<file path="config.mk">
export PLATFORM = sky130hd
export DESIGN_NAME = data_mem_ctrl
export DESIGN_NICKNAME = d
export VERILOG_FILES = /design/src/rtl/data_mem_pkg.sv /design/src/rtl/mem_lane_align.sv /design/src/rtl/data_mem_ctrl.sv
export SDC_FILE = /design/constraint.sdc
export NUM_CORES = 1
export LEC_CHECK = 0
export BUFFER_PORTS_ARGS = -buffer_cell sky130_fd_sc_hd__buf_2
export CORE_MARGIN = 8
export CORE_UTILIZATION = 44
export CTS_CLUSTER_SIZE = 24
export DETAILED_ROUTE_END_ITERATION = 7
export HOLD_SLACK_MARGIN = 0.03
export PLACE_DENSITY = 0.79
export SETUP_SLACK_MARGIN = 0.4
export SYNTH_ARGS = -nofsm -noshare
export SYNTH_HDL_FRONTEND = slang
export SYNTH_SLANG_ARGS = --single-unit
export TNS_END_PERCENT = 10
</file>
<file path="constraint.sdc">
create_clock -name Clk -period 1.65 [get_ports Clk]
set_input_delay 0.0825 -clock Clk [delete_from_list [all_inputs] [get_ports Clk]]
set_output_delay 0.0825 -clock Clk [all_outputs]
set_load 0.01 [all_outputs]
</file>
<file path="src/rtl/data_mem_pkg.sv">
// data_mem_pkg: shared types, Funct3 encodings and helpers for the MEM-stage
// load/store responder (data_mem_ctrl) and its lane aligner (mem_lane_align).
package data_mem_pkg;

  typedef enum logic [1:0] {
    IDLE = 2'd0,
    REQ  = 2'd1,
    DONE = 2'd2
  } state_e;

  localparam logic [2:0] F3_LB  = 3'b000;
  localparam logic [2:0] F3_LH  = 3'b001;
  localparam logic [2:0] F3_LW  = 3'b010;
  localparam logic [2:0] F3_LBU = 3'b100;
  localparam logic [2:0] F3_LHU = 3'b101;

  // Access size lives in funct3[1:0]; 2'b10 and 2'b11 both act as a word,
  // which is what makes the unused encodings 011/110/111 behave as lw.
  localparam logic [1:0] SZ_BYTE = 2'b00;
  localparam logic [1:0] SZ_HALF = 2'b01;

  function automatic logic [3:0] be_of(input logic [2:0] funct3,
                                       input logic [1:0] addr_lo);
    case (funct3[1:0])
      SZ_BYTE: be_of = 4'b0001 << addr_lo;
      SZ_HALF: be_of = 4'b0011 << addr_lo;
      default: be_of = 4'b1111;
    endcase
  endfunction

  function automatic logic is_aligned(input logic [2:0] funct3,
                                      input logic [1:0] addr_lo);
    case (funct3[1:0])
      SZ_BYTE: is_aligned = 1'b1;
      SZ_HALF: is_aligned = ~addr_lo[0];
      default: is_aligned = (addr_lo == 2'b00);
    endcase
  endfunction

endpackage

</file>
<file path="src/rtl/mem_lane_align.sv">
// mem_lane_align: combinational byte-lane handling.
//   st_funct3_i, st_data_i -> st_lane_o : store data replicated across lanes
//   ld_funct3_i, ld_addr_lo_i, ld_rdata_i -> ld_data_o : selected lane,
//   sign-extended for lb/lh (funct3[2]=0), zero-extended for lbu/lhu.
module mem_lane_align
  import data_mem_pkg::*;
(
  input  logic [2:0]  st_funct3_i,
  input  logic [31:0] st_data_i,
  output logic [31:0] st_lane_o,
  input  logic [2:0]  ld_funct3_i,
  input  logic [1:0]  ld_addr_lo_i,
  input  logic [31:0] ld_rdata_i,
  output logic [31:0] ld_data_o
);

  logic [31:0] shifted;
  logic        sext;

  always_comb begin
    st_lane_o = st_data_i;
    case (st_funct3_i[1:0])
      SZ_BYTE: st_lane_o = {4{st_data_i[7:0]}};
      SZ_HALF: st_lane_o = {2{st_data_i[15:0]}};
      default: st_lane_o = st_data_i;
    endcase
  end

  always_comb begin
    shifted   = ld_rdata_i >> {ld_addr_lo_i, 3'b000};
    sext      = ~ld_funct3_i[2];
    ld_data_o = ld_rdata_i;
    case (ld_funct3_i[1:0])
      SZ_BYTE: ld_data_o = {{24{sext & shifted[7]}}, shifted[7:0]};
      SZ_HALF: ld_data_o = {{16{sext & shifted[15]}}, shifted[15:0]};
      default: ld_data_o = ld_rdata_i;
    endcase
  end

endmodule

</file>
<file path="src/rtl/data_mem_ctrl.sv">
// data_mem_ctrl: MEM-stage load/store responder between the execute result
// and a single-port req/ready data bus.
//   Control in : MemRead, MemWrite, RegWrite, MemtoReg, Funct3, Addr, WData, Rd
//   Pipeline   : Stall (holds upstream while an access is outstanding)
//   Bus        : BusReq/BusWe/BusAddr/BusBe/BusWData out, BusReady/BusRData in
//   Write-back : WbValid (one-cycle strobe), WbData, WbRd
//   Error      : AccessErr (one-cycle pulse: misaligned, conflicting, timed out)
//
// state | meaning
// IDLE  | waiting for a load/store; legal request latched, moves to REQ
// REQ   | BusReq held with stable bus outputs until BusReady or timeout
// DONE  | single cycle; WbValid for loads that write a register
module data_mem_ctrl
  import data_mem_pkg::*;
#(
  parameter int ADDR_W  = 32,
  parameter int TIMEOUT = 255,
  parameter int TO_W    = 8
) (
  input  logic              Clk,
  input  logic              Rst,
  input  logic              MemRead,
  input  logic              MemWrite,
  input  logic              RegWrite,
  input  logic              MemtoReg,
  input  logic [2:0]        Funct3,
  input  logic [ADDR_W-1:0] Addr,
  input  logic [31:0]       WData,
  input  logic [4:0]        Rd,
  output logic              Stall,
  output logic              BusReq,
  output logic              BusWe,
  output logic [ADDR_W-1:0] BusAddr,
  output logic [3:0]        BusBe,
  output logic [31:0]       BusWData,
  input  logic              BusReady,
  input  logic [31:0]       BusRData,
  output logic              WbValid,
  output logic [31:0]       WbData,
  output logic [4:0]        WbRd,
  output logic              AccessErr
);

  localparam logic [TO_W-1:0] TO_LIM  = TO_W'(TIMEOUT);
  localparam logic [TO_W-1:0] CNT_ONE = TO_W'(1);

  state_e             state_q, state_d;
  logic [TO_W-1:0]    cnt_q, cnt_d, cnt_inc;
  logic               we_q, we_d;
  logic [ADDR_W-1:0]  addr_q, addr_d;
  logic [3:0]         be_q, be_d;
  logic [31:0]        wdata_q, wdata_d;
  logic [2:0]         f3_q, f3_d;
  logic [1:0]         alo_q, alo_d;
  logic [4:0]         rd_q, rd_d;
  logic               regwr_q, regwr_d;
  logic               m2r_q, m2r_d;
  logic [31:0]        wbdata_q, wbdata_d;
  logic               err_q, err_d;

  logic [31:0]        st_lane, ld_data;
  logic               req_any, conflict, legal;

  assign req_any  = MemRead | MemWrite;
  assign conflict = MemRead & MemWrite;
  assign legal    = req_any & ~conflict & is_aligned(Funct3, Addr[1:0]);
  assign cnt_inc  = cnt_q + CNT_ONE;

  mem_lane_align u_align (
    .st_funct3_i  (Funct3),
    .st_data_i    (WData),
    .st_lane_o    (st_lane),
    .ld_funct3_i  (f3_q),
    .ld_addr_lo_i (alo_q),
    .ld_rdata_i   (BusRData),
    .ld_data_o    (ld_data)
  );

  always_comb begin
    state_d  = state_q;
    cnt_d    = cnt_q;
    we_d     = we_q;
    addr_d   = addr_q;
    be_d     = be_q;
    wdata_d  = wdata_q;
    f3_d     = f3_q;
    alo_d    = alo_q;
    rd_d     = rd_q;
    regwr_d  = regwr_q;
    m2r_d    = m2r_q;
    wbdata_d = wbdata_q;
    err_d    = 1'b0;
    Stall    = 1'b0;
    WbValid  = 1'b0;

    case (state_q)
      IDLE: begin
        if (legal) begin
          // Stall must rise in the request cycle itself so the upstream
          // stages freeze before the bus handshake starts.
          Stall   = 1'b1;
          we_d    = MemWrite;
          addr_d  = {Addr[ADDR_W-1:2], 2'b00};
          be_d    = be_of(Funct3, Addr[1:0]);
          wdata_d = st_lane;
          f3_d    = Funct3;
          alo_d   = Addr[1:0];
          rd_d    = Rd;
          regwr_d = RegWrite;
          m2r_d   = MemtoReg;
          cnt_d   = '0;
          state_d = REQ;
        end else if (req_any) begin
          err_d = 1'b1;
        end
      end

      REQ: begin
        Stall = 1'b1;
        if (BusReady) begin
          if (!we_q) wbdata_d = ld_data;
          state_d = DONE;
        end else if (cnt_inc == TO_LIM) begin
          err_d   = 1'b1;
          cnt_d   = '0;
          state_d = IDLE;
        end else begin
          cnt_d = cnt_inc;
        end
      end

      DONE: begin
        WbValid = regwr_q & m2r_q & ~we_q;
        state_d = IDLE;
      end

      default: state_d = IDLE;
    endcase
  end

  always_ff @(posedge Clk) begin
    if (Rst) begin
      state_q  <= IDLE;
      cnt_q    <= '0;
      we_q     <= 1'b0;
      addr_q   <= '0;
      be_q     <= '0;
      wdata_q  <= '0;
      f3_q     <= '0;
      alo_q    <= '0;
      rd_q     <= '0;
      regwr_q  <= 1'b0;
      m2r_q    <= 1'b0;
      wbdata_q <= '0;
      err_q    <= 1'b0;
    end else begin
      state_q  <= state_d;
      cnt_q    <= cnt_d;
      we_q     <= we_d;
      addr_q   <= addr_d;
      be_q     <= be_d;
      wdata_q  <= wdata_d;
      f3_q     <= f3_d;
      alo_q    <= alo_d;
      rd_q     <= rd_d;
      regwr_q  <= regwr_d;
      m2r_q    <= m2r_d;
      wbdata_q <= wbdata_d;
      err_q    <= err_d;
    end
  end

  assign BusReq    = (state_q == REQ);
  assign BusWe     = we_q;
  assign BusAddr   = addr_q;
  assign BusBe     = be_q;
  assign BusWData  = wdata_q;
  assign WbData    = wbdata_q;
  assign WbRd      = rd_q;
  assign AccessErr = err_q;

endmodule

</file>
==> results of run 1 <==
-- metrics by stage --
step	hold WS (ns)	utilization, %	setup WS, ns	instance area, sq um
after floorplan	0.211	-	0.143	5640
after detailed placement	0.329	55.4	0.104	6960
after global placement	0.323	55.4	0.137	6960
final	0.0449	67.1	0.0901	8440
after global routing	0.0598	67.1	0.0288	8430
after CTS	0.0302	66.5	0.0948	8360
-- cell usage after synthesis (all sizes together), types with 2 or more instances --
cell type	n
o221ai	7
clkbuf	27
nor2b	3
nor3b	4
dfxtp	122
nor2	40
or3	2
a21oi	87
nor3	5
buf	30
inv	22
nand3	9
nand2b	4
nand2	160
o2bb2ai	10
a22oi	7
nor4	2
a311oi	9
mux2i	26
and2	16
a2bb2oi	7
and3	2
ha	3
and4	2
a31oi	4
xor2	3
o21ai	56
nand4	2
o211ai	2
a211oi	16
-- worst max path at each step --
stage	to	slack [ns]
final	WbData[15]	0.09
after global placement	WbData[15]	0.14
after detailed placement	WbData[15]	0.10
after CTS	WbData[11]	0.09
after floorplan	WbData[18]	0.14
after global routing	WbData[12]	0.03
-- cells in the final DEF, fill, tap and decap left out, types with 8 or more instances in the layout --
cell type      count
o21ai_2           10
nand3_1            8
dfxtp_1          116
clkbuf_16         17
a211oi_1          13
and2_1            16
buf_2            217
a21oi_1           84
inv_1             22
buf_4             25
dlygate4sd3_1     75
nor2_1            39
a311oi_1           9
o2bb2ai_1         10
mux2i_1           26
nand2_1          160
o21ai_0           40
-- worst register-to-register path, stage by stage, from the launching register on --
cell      delay, ns
dfxtp_2        0.33
mux4_2         0.51
nor2b_4        0.16
a21oi_4        0.28
a311oi_1       0.13
-- logic make-up (layout without fill, tap and decap cells) --
| kind of cell | Yosys count | in the layout | synth area share (%) |
|---|---|---|---|
| simple gates | 256 | 256 | 20.2 |
| compound gates | 210 | 210 | 23.8 |
| flops | 122 | 122 | 43.3 |
| buf+inv | 79 | 378 | 6.33 |
| mux | 27 | 27 | 5.02 |
| xor+xnor | 4 | 4 | 0.622 |
| fa+ha+maj | 3 | 3 | 0.666 |
| other cells | 1 | 3 | 0.0665 |
-- layer usage --
| metal | part of all wire, % | routed length, microns |
|---|---|---|
| met5 | 0 | 0 |
| met4 | 2.9 | 621 |
| met3 | 11 | 2300 |
| met2 | 48 | 10100 |
| met1 | 38 | 8070 |
-- sequential cells by signal, summed over array words and instances (netlist names), 2 cells and up --
name,cells
cnt_q,8
BusAddr,30
state_q,2
WbRd,5
WbData,32
BusWData,32
f3_q,3
BusBe,4
alo_q,2
-- power by group through the flow --
| stage | logic, W | clock network (W) | registers, W |
|---|---|---|---|
| floorplan | 0.000728 | 0 | 0.00344 |
| global placement | 0.00142 | 0 | 0.00335 |
| detailed placement | 0.00144 | 0 | 0.00336 |
| CTS | 0.00158 | 0.00379 | 0.00329 |
| global route | 0.00178 | 0.00397 | 0.00333 |
| finish | 0.00165 | 0.00377 | 0.00330 |
-- final cells by class --
class                   instances  area [sq um]
well taps                     172           215
flip-flops and latches        122          2460
clock buffers                  19           443
fillers                       979          4130
clock inverters                13           150
diodes                          1          2.50
repair buffers                324          2150
multi-input cells             502          2940
inverters                      22          82.6
-- repair_timing --
item	in CTS	in global routing
pin swaps	2	4
gates resized for setup	12	15
buffers inserted	1	1
hold endpoints to repair	76	0
endpoints found under the setup margin	124	124
hold buffers	75	0
==> impl_metrics.sql, run 1 <==
INSERT INTO impl_metrics (metric_group, metric, value, unit) VALUES
('power_and_ir_drop', 'switching_share', '27.9', '%'),
('floorplanning', 'fp.dieH', '129', 'microns'),
('floorplanning', 'start_util', '44.9', '%'),
('timing', 'setup_tns', '0', 'ns'),
('global_routing', 'busiest_grt_layer', 'met2', ''),
('critical_path', 'critical_path_required', '1.91', 'ns'),
('logic_synthesis', 'synth-edff-count', '0', ''),
('global_routing', 'grt_antenna_before_repair', '0', ''),
('placed_design', 'placement.io_buffers', '218', ''),
('drt', 'ant_nets', '0', ''),
('global_routing', 'met3_usage', '9.49', '%'),
('drt', 'detailed_route_wire_length', '21100', 'microns'),
('cts', 'cts_inserted_buffers', '17', ''),
('drt', 'drt-initial-drc-count', '558', ''),
('critical_path', 'setup.worst_path.class', 'flip-flop to flip-flop', ''),
('critical_path', 'reg2reg_setup_slack', '0.09', 'ns'),
('logic_synthesis', 'yosys_warnings', '0', ''),
('drt', 'vias_per_cell', '5.37', ''),
('global_routing', 'gr-usage-met1', '28.2', '%'),
('cts', 'clk-insertion-delay-late', '0.43', 'ns'),
('power_and_ir_drop', 'powerDensity', '1030', 'mW/mm^2'),
('critical_path', 'critical_path.max_stage_delay', '0.51', 'ns'),
('logic_synthesis', 'synth_area', '0.00564', 'sq mm'),
('min_path', 'min-delay-path-class', 'primary input to flip-flop', ''),
('cts', 'cts_htree_levels', '4', ''),
('critical_path', 'critical_path.n_buffers_inverters', '0', ''),
('min_path', 'hold_path.startpoint', 'BusRData[26]', ''),
('drt', 'detailroute.via_count', '6311', ''),
('global_routing', 'global_route_wire_length_before_repair', '32800', 'microns'),
('cts', 'clkSinkCount', '122', ''),
('logic_synthesis', 'synth-seq-cells', '122', ''),
('logic_synthesis', 'synth_sequential_area_ratio', '43.3', '%'),
('power_and_ir_drop', 'power.leakage', '3.64', 'nW'),
('logic_synthesis', 'largest_area_contributor_in_the_synthesized_netlist', 'dfxtp_1', ''),
('logic_synthesis', 'asyncSetResetFlopFracSynth', '0', '%'),
('global_routing', 'grt_overflow_total', '0', ''),
('drt', 'routedWlPerCell', '18.0', 'microns'),
('critical_path', 'slowest_stage', 'mux4_2', ''),
('critical_path', 'worstReg2RegEnd', 'WbData[15]', ''),
('timing', 'setup_viol_count_final', '0', ''),
('power_and_ir_drop', 'clock_network_power_share', '43.2', '%'),
('min_path', 'min_path_cells', '4', ''),
('floorplanning', 'coreArea', '0.0126', 'sq mm'),
('power_and_ir_drop', 'power_frac_seq', '37.9', '%'),
('logic_synthesis', 'netlist.area_leader.share', '43.3', '%'),
('finish', 'fin_nets', '1103', ''),
('power_and_ir_drop', 'power_switching', '0.00243', 'W'),
('cts', 'clk_slew_on_worst_s_h_paths', '0.05', 'ns'),
('timing', 'max_clock_freq', '641', 'MHz'),
('floorplanning', 'row_count', '41', ''),
('critical_path', 'cp-start-kind', 'flip-flop', ''),
('min_path', 'hold_end', 'WbData[26]', ''),
('cts', 'tritoncts_clock_tree', 'done', ''),
('run_status', 'run_status', 'completed', ''),
('power_and_ir_drop', 'combPwrFrac', '18.9', '%'),
('floorplanning', 'die_footprint', '0.0167', 'sq mm'),
('logic_synthesis', 'syn-instance-count', '702', ''),
('drt', 'route.detailed.drc', '0', ''),
('critical_path', 'critical_path.startpoint', 'alo_q[1]', ''),
('logic_synthesis', 'synth_area_leaders', 'dfxtp_1 (43%), nand2_1 (11%), a21oi_1 (7.5%), mux2i_1 (4.6%), o21ai_0 (3.6%)', ''),
('run', 'max_cap_viol_count', '0', ''),
('power_and_ir_drop', 'power', '0.00872', 'W'),
('critical_path', 'reg2reg_from', 'alo_q[1]', ''),
('timing', 'finalWorstPathRequiredPeriod', '1.56', 'ns'),
('finish', 'final_cell_count_no_fill', '1175', ''),
('placed_design', 'dp_hpwl', '13100', 'microns'),
('finish', 'fraction_of_final_layout_cells_sized_beyond_drive_strength_1', '31.7', '%'),
('timing', 'max-slew-margin-rel', '46.1', '%'),
('logic_synthesis', 'post_synth_num_cell_types', '53', ''),
('placed_design', 'finalWeightedCongestion', '0.794', ''),
('critical_path', 'ff2ff_path_depth', '4', '');
Power figures use the tool's default switching activity.
==> run 2: changes to the inputs <==
--- a/config.mk
+++ b/config.mk
@@ -5,6 +5,7 @@
 export SDC_FILE = /design/constraint.sdc
 export NUM_CORES = 1
 export LEC_CHECK = 0
+export ABC_AREA = 1
 export BUFFER_PORTS_ARGS = -buffer_cell sky130_fd_sc_hd__buf_2
 export CORE_MARGIN = 8
 export CORE_UTILIZATION = 44
==> impl_metrics.sql, run 2 <==
INSERT INTO impl_metrics (metric_group, metric, value, unit) VALUES
('logic_synthesis', 'synth_top_family_by_area', 'compound AO/OA/AOI/OAI gates', ''),
('logic_synthesis', 'synth_area', '0.00555', 'sq mm'),
('floorplanning', 'coreArea', '0.0125', 'sq mm'),
('logic_synthesis', 'post_synth_num_cell_types', '30', ''),
('floorplanning', 'start_util', '44.5', '%'),
('finish', 'fraction_of_final_layout_cells_sized_beyond_drive_strength_1', '30.6', '%'),
('logic_synthesis', 'synth-edff-count', '0', ''),
('critical_path', 'endpoint_kind', 'flip-flop', ''),
('drt', 'detailroute.via_count', '6922', ''),
('critical_path', 'worst_ep_arrival_time', '1.82', 'ns'),
('floorplanning', 'pin_count', '221', ''),
('finish', 'fin_nets', '1231', ''),
('drt', 'routedWlPerCell', '17.6', 'microns'),
('drt', 'route.detailed.drc', '0', ''),
('finish', 'area_growth', '60.1', '%'),
('critical_path', 'critical_path_required', '2.00', 'ns'),
('timing', 'setup_tns', '0', 'ns'),
('min_path', 'min-delay-path-class', 'primary input to flip-flop', ''),
('timing', 'finalWorstPathRequiredPeriod', '1.47', 'ns'),
('power_and_ir_drop', 'powerDensity', '1010', 'mW/mm^2'),
('logic_synthesis', 'muxShareOfSynthArea', '0', '%'),
('timing', 'slew_viol_final', '0', ''),
('logic_synthesis', 'synth-xor-area-share', '0.158', '%'),
('placed_design', 'dp_cells', '1151', ''),
('drt', 'detailed_route_wire_length', '22900', 'microns'),
('global_routing', 'grt.total_usage', '26.1', '%'),
('logic_synthesis', 'asyncSetResetFlopFracSynth', '0', '%'),
('logic_synthesis', 'synth_most_common_cell', 'nand2_1', ''),
('drt', 'vias_per_cell', '5.31', ''),
('cts', 'clkSinkCount', '122', ''),
('logic_synthesis', 'syn-instance-count', '789', ''),
('timing', 'max_clock_freq', '681', 'MHz'),
('logic_synthesis', 'dominantRegCellSynth', 'dfxtp_1', ''),
('critical_path', 'setup.worst_path.class', 'flip-flop to flip-flop', ''),
('power_and_ir_drop', 'vdd.ir_drop.worst', '631', 'uV'),
('placed_design', 'placement.io_buffers', '218', ''),
('cts', 'clk_slew_on_worst_s_h_paths', '0.05', 'ns'),
('timing', 'final_hold_viol_count', '0', ''),
('drt', 'drt-initial-drc-count', '701', ''),
('cts', 'clk-insertion-delay-late', '0.42', 'ns'),
('logic_synthesis', 'netlist.area_leader.share', '44.0', '%'),
('placed_design', 'finalWeightedCongestion', '0.902', ''),
('global_routing', 'grt_overflow_total', '0', ''),
('cts', 'ctsRootBufferMaster', 'clkbuf_16', ''),
('logic_synthesis', 'synth-compound-area-share', '24.4', '%'),
('cts', 'cts_htree_levels', '4', ''),
('critical_path', 'cp-start-kind', 'flip-flop', ''),
('timing', 'fraction_of_the_cycle_the_final_worst_path_needs', '88.9', '%'),
('timing', 'clock-skew-final', '0.00687', 'ns'),
('logic_synthesis', 'synth_area_leaders', 'dfxtp_1 (44%), nand2_1 (14%), a21oi_1 (11%), o21ai_0 (9.1%), inv_1 (3.5%)', ''),
('finish', 'mostFrequentLayoutCells', 'buf_2 (217), nand2_1 (208), dfxtp_1 (115)', ''),
('global_routing', 'global_route_wire_length_before_repair', '34100', 'microns'),
('floorplanning', 'fp.dieH', '128', 'microns'),
('logic_synthesis', 'yosys_warnings', '0', ''),
('logic_synthesis', 'largest_area_contributor_in_the_synthesized_netlist', 'dfxtp_1', ''),
('drt', 'dr.pass1.iters', '6', ''),
('timing', 'setup_repair_after_global_routing_missed_its_margin', 'yes', ''),
('cts', 'max_buffers_root_to_sink', '2', ''),
('critical_path', 'path_max_fanout', '20', ''),
('finish', 'final.fill_count', '936', ''),
('cts', 'cts_inserted_buffers', '17', ''),
('global_routing', 'grt_start_max_net_pins', '64', ''),
('logic_synthesis', 'syn-mean-instance-area', '7.03', 'sq um'),
('finish', 'final_cell_count_no_fill', '1303', ''),
('logic_synthesis', 'post_synth_most_frequent_cells', 'nand2_1 (212), dfxtp_1 (122), a21oi_1 (118), o21ai_0 (101), inv_1 (52)', ''),
('drt', 'ant_nets', '0', ''),
('floorplanning', 'row_count', '41', ''),
('power_and_ir_drop', 'power.leakage', '4.13', 'nW'),
('floorplanning', 'die-width', '128', 'microns'),
('floorplanning', 'die_footprint', '0.0165', 'sq mm'),
('logic_synthesis', 'synth_sequential_area_ratio', '44.0', '%'),
('logic_synthesis', 'post_synth_fa_ha_maj_area_fraction', '0.677', '%'),
('global_routing', 'first_global_vias', '6759', ''),
('run', 'max_cap_viol_count', '0', ''),
('finish', 'layout.cells.most_common', 'buf_2', ''),
('cts', 'tritoncts_clock_tree', 'done', ''),
('placed_design', 'dp_hpwl', '13100', 'microns'),
('logic_synthesis', 'yosys.area_share.simple', '20.9', '%'),
('logic_synthesis', 'synth-seq-cells', '122', ''),
('timing', 'setup_viol_count_final', '0', ''),
('run_status', 'run_status', 'completed', ''),
('global_routing', 'grt_antenna_before_repair', '1', '');
run 2: changes by cell type in the layout (fill, tap and decap cells not counted), sizes merged, moves of 9 or more:
cell         delta
and2           -16
a31oi          +15
o21ai          +67
buf            +13
dlygate4sd3    +18
a211oi         -16
a21oi          +31
nand2          +55
a311oi          -9
inv            +35
o2bb2ai        -10
nor2           +15
mux2i          -26
run 2: path summary, 6_finish.rpt:
check            from         end  slack, ns  depth (start not counted)
max          alo_q[0]   WbData[2]       0.18                          7
min          BusReady  state_q[1]       0.04                          4
max reg2reg  alo_q[0]   WbData[2]       0.18                          7
min reg2reg   regwr_q     regwr_q       0.45                          2
run 2: layer usage:
| layer | up-vias | GRT usage, % | share of wire [%] |
|---|---|---|---|
| met5 | - | 0 | 0 |
| met4 | 0 | 14.5 | 4.4 |
| met3 | 103 | 8.74 | 9.9 |
| met2 | 440 | 43.9 | 49 |
| met1 | 3122 | 28.3 | 37 |
| li1 | 3257 | - | - |
run 2: logic make-up after synthesis:
group                      Yosys count
AOI/OAI and AO/OA                  264
other                                1
buffers and inverters              110
xor gates and xnor gates             1
adders and majority gates            3
DFF                                122
and+or+nand+nor                    288
run 2: final cells by class:
| class | instances | area (sq um) | area share [%] |
|---|---|---|---|
| inverters | 58 | 225 | 2.53 |
| clock buffers | 22 | 495 | 5.58 |
| clock inverters | 10 | 114 | 1.28 |
| multi-input cells | 558 | 2700 | 30.4 |
| diodes | 1 | 2.50 | 0.0282 |
| well taps | 172 | 215 | 2.42 |
| flip-flops and latches | 122 | 2460 | 27.7 |
| repair buffers | 360 | 2670 | 30.1 |
run 2: timing repair:
item                                    in CTS  in global routing
hold buffers                                93                  0
endpoints found under the setup margin     124                124
buffers inserted                             7                 11
pin swaps                                    7                 11
cloned                                       5                  3
hold endpoints to repair                    94                  0
resized for setup                           21                 27
run 2: where the power goes:
part	total, W	leakage (nW)	switching (W)	internal, W
clock network	0.00379	0.289	0.00136	0.00243
logic	0.00190	2.83	0.00105	0.000852
registers	0.00330	1.00	0.000134	0.00317
total	0.00900	4.13	0.00255	0.00644
run 2: critical path, cell delays in order (launching register included):
cell,delay [ns]
dfxtp_2,0.41
buf_4,0.25
a21oi_1,0.11
o21ai_0,0.14
o21ai_0,0.20
nand2_1,0.10
o21ai_0,0.08
a21oi_1,0.12
run 2: metrics by stage:
| stage | instance area [sq um] | power [W] | worst slack [ns] | util (%) | hold slack, ns |
|---|---|---|---|---|---|
| after detailed placement | 6810 | 0.00477 | 0.105 | 54.6 | 0.337 |
| after global routing | 8880 | 0.00932 | 0.0654 | 71.3 | 0.0408 |
| after CTS | 8630 | 0.00884 | 0.217 | 69.2 | 0.0313 |
| after global placement | 6810 | 0.00474 | 0.157 | 54.6 | 0.332 |
| final | 8880 | 0.00900 | 0.183 | 71.3 | 0.0363 |
| after floorplan | 5610 | 0.00420 | 0.370 | - | 0.225 |
==> run 3: changes to the inputs <==
==> constraint.sdc (replaced) <==
create_clock -name Clk -period 1.2 [get_ports Clk]
set_input_delay 0.18 -clock Clk [delete_from_list [all_inputs] [get_ports Clk]]
set_output_delay 0.18 -clock Clk [all_outputs]
set_load 0.01 [all_outputs]
==> impl_metrics.sql, run 3 (synthesized netlist as in run 2, its figures left out) <==
INSERT INTO impl_metrics (metric_group, metric, value, unit) VALUES
('drt', 'vias_per_cell', '5.42', ''),
('timing', 'fraction_of_the_cycle_the_final_worst_path_needs', '136', '%'),
('drt', 'drt-initial-drc-count', '815', ''),
('critical_path', 'ff2ff_path_depth', '10', ''),
('critical_path', 'worstReg2RegEnd', 'WbData[19]', ''),
('placed_design', 'placement.io_buffers', '218', ''),
('critical_path', 'critical_path.max_stage_delay', '0.34', 'ns'),
('finish', 'final.fill_count', '842', ''),
('finish', 'ant_cells', '0', ''),
('critical_path', 'endpoint_kind', 'output port', ''),
('cts', 'clk_slew_on_worst_s_h_paths', '0.06', 'ns'),
('global_routing', 'grt_antenna_before_repair', '0', ''),
('min_path', 'hold_end', 'BusWData[16]', ''),
('floorplanning', 'fp.dieH', '128', 'microns'),
('power_and_ir_drop', 'vdd.ir_drop.worst', '1140', 'uV'),
('finish', 'multi_input_comb_area', '0.00300', 'sq mm'),
('timing', 'max_clock_freq', '614', 'MHz'),
('placed_design', 'dp_cells', '1203', ''),
('min_path', 'min-delay-path-class', 'primary input to flip-flop', ''),
('cts', 'ctsRootBufferMaster', 'clkbuf_16', ''),
('global_routing', 'global_route_wire_length_before_repair', '34100', 'microns'),
('critical_path', 'critical_path.n_buffers_inverters', '6', ''),
('global_routing', 'grt_start_max_net_pins', '46', ''),
('drt', 'routedWlPerCell', '17.6', 'microns'),
('drt', 'detailed_route_wire_length', '23000', 'microns'),
('min_path', 'min_path_cells', '3', ''),
('drt', 'detailroute.via_count', '7072', ''),
('critical_path', 'cp-start-kind', 'flip-flop', ''),
('critical_path', 'path_delay_family', 'buffers and inverters', ''),
('critical_path', 'critical_path_required', '1.02', 'ns'),
('critical_path', 'path_max_fanout', '3', ''),
('drt', 'route.detailed.drc', '0', ''),
('timing', 'setup_repair_after_global_routing_missed_its_margin', 'yes', ''),
('floorplanning', 'pin_count', '221', ''),
('global_routing', 'first_global_vias', '7031', ''),
('floorplanning', 'start_util', '44.5', '%'),
('cts', 'tritoncts_clock_tree', 'done', ''),
('finish', 'final_cell_count_no_fill', '1305', ''),
('run_status', 'violations_in_the_final_reports', 'setup timing', ''),
('global_routing', 'grt.total_usage', '26.0', '%'),
('timing', 'final_hold_viol_count', '0', ''),
('placed_design', 'dp_hpwl', '14000', 'microns'),
('cts', 'clkSinkCount', '122', ''),
('power_and_ir_drop', 'powerDensity', '1320', 'mW/mm^2'),
('critical_path', 'slowest_stage', 'dfxtp_2', ''),
('min_path', 'hold_path.startpoint', 'WData[16]', ''),
('cts', 'clk-insertion-delay-late', '0.41', 'ns'),
('drt', 'dr.pass1.iters', '5', ''),
('timing', 'post_layout_worst_setup_margin', '-0.429', 'ns'),
('finish', 'area_growth', '67.9', '%'),
('run', 'max_cap_viol_count', '0', ''),
('critical_path', 'cpMostUsedCell', 'buf_6', ''),
('power_and_ir_drop', 'power.leakage', '4.24', 'nW'),
('finish', 'fraction_of_final_layout_cells_sized_beyond_drive_strength_1', '41.0', '%'),
('critical_path', 'worstPathCellList', 'buf_6 -> nor2_4 -> buf_6 -> buf_6 -> inv_2 -> buf_6 -> nand2_4 -> buf_6', ''),
('critical_path', 'reg2reg_from', 'state_q[1]', ''),
('timing', 'slew_viol_final', '0', ''),
('floorplanning', 'die-width', '128', 'microns'),
('critical_path', 'worst_ep_arrival_time', '1.45', 'ns'),
('global_routing', 'grt_overflow_total', '0', ''),
('floorplanning', 'die_footprint', '0.0165', 'sq mm'),
('critical_path', 'reg2reg_setup_slack', '-0.40', 'ns'),
('drt', 'ant_nets', '0', ''),
('timing', 'finalWorstPathRequiredPeriod', '1.63', 'ns'),
('finish', 'fin_nets', '1234', ''),
('cts', 'cts_htree_levels', '4', ''),
('timing', 'clock-skew-final', '0.00672', 'ns'),
('power_and_ir_drop', 'power', '0.0123', 'W'),
('finish', 'mostFrequentLayoutCells', 'nand2_1 (202), buf_2 (194), dfxtp_1 (115)', ''),
('cts', 'max_buffers_root_to_sink', '2', ''),
('floorplanning', 'row_count', '41', ''),
('run_status', 'run_status', 'finished, violations left', ''),
('finish', 'layout.cells.most_common', 'nand2_1', ''),
('timing', 'setup_viol_count_final', '121', ''),
('cts', 'cts_inserted_buffers', '17', ''),
('critical_path', 'setup.worst_path.class', 'flip-flop to output port', ''),
('finish', 'register_area', '0.00246', 'sq mm'),
('placed_design', 'finalWeightedCongestion', '0.904', ''),
('floorplanning', 'coreArea', '0.0125', 'sq mm');
-- run 3: metal layers --
layer	part of all wire, %	GRT usage [%]	wire length, microns	vias to the layer above
li1	-	-	-	3264
met1	36	26.7	8350	3232
met2	49	44.6	11300	441
met3	9.3	8.19	2130	135
met4	5.3	17.5	1230	0
met5	0	0	0	-
-- run 3: repair_timing --
item / CTS / global route
pin swaps: 17 / 26
setup endpoints to repair: 230 / 230
hold buffers: 42 / 0
buffers inserted: 11 / 7
gates resized for setup: 91 / 114
cloned: 5 / 5
endpoints found under the hold margin: 42 / 0
-- run 3: worst max-delay path by stage --
| stage | cells after the start | slack [ns] | startpoint | end |
|---|---|---|---|---|
| floorplan | 9 | -0.08 | state_q[0] | WbData[24] |
| global placement | 10 | -0.24 | MemWrite | cnt_q[7] |
| detailed placement | 8 | -0.30 | MemWrite | m2r_q |
| CTS | 7 | -0.34 | state_q[1] | Stall |
| global route | 8 | -0.47 | state_q[1] | Stall |
| finish | 8 | -0.43 | state_q[1] | Stall |
-- run 3: worst reg2reg max path: cells and delay by family (launching register included) --
family | cells | cell delay [ns]
buffers and inverters | 5 | 0.61
AND/OR/NAND/NOR | 3 | 0.35
flip-flops | 1 | 0.34
AO/OA/AOI/OAI | 2 | 0.19
-- run 3: metrics by stage --
stage	setup TNS [ns]	setup slack, ns	hold slack (ns)	area (sq um)	utilization (%)
floorplan	-3.98	-0.0805	0.323	5610	-
global placement	-20.73	-0.237	0.429	7280	58.4
detailed placement	-24.83	-0.301	0.435	7280	58.4
CTS	-21.37	-0.345	0.0331	8790	70.6
global route	-32.90	-0.469	0.0368	9320	74.7
finish	-25.23	-0.429	0.0482	9320	74.7
-- run 3: final cells by class --
type / count / share of cell area [%]
clock inverter: 12 / 1.05
clock buffer: 20 / 4.90
tap: 172 / 2.31
multi-input combinational: 558 / 32.2
sequential: 122 / 26.4
inverter: 58 / 2.61
timing repair buffer: 363 / 30.5
-- run 3: power breakdown --
part / internal, W / switching, W / total (W)
registers: 0.00435 / 0.000209 / 0.00456
logic: 0.00137 / 0.00155 / 0.00292
clock network: 0.00293 / 0.00190 / 0.00483
total: 0.00866 / 0.00366 / 0.0123
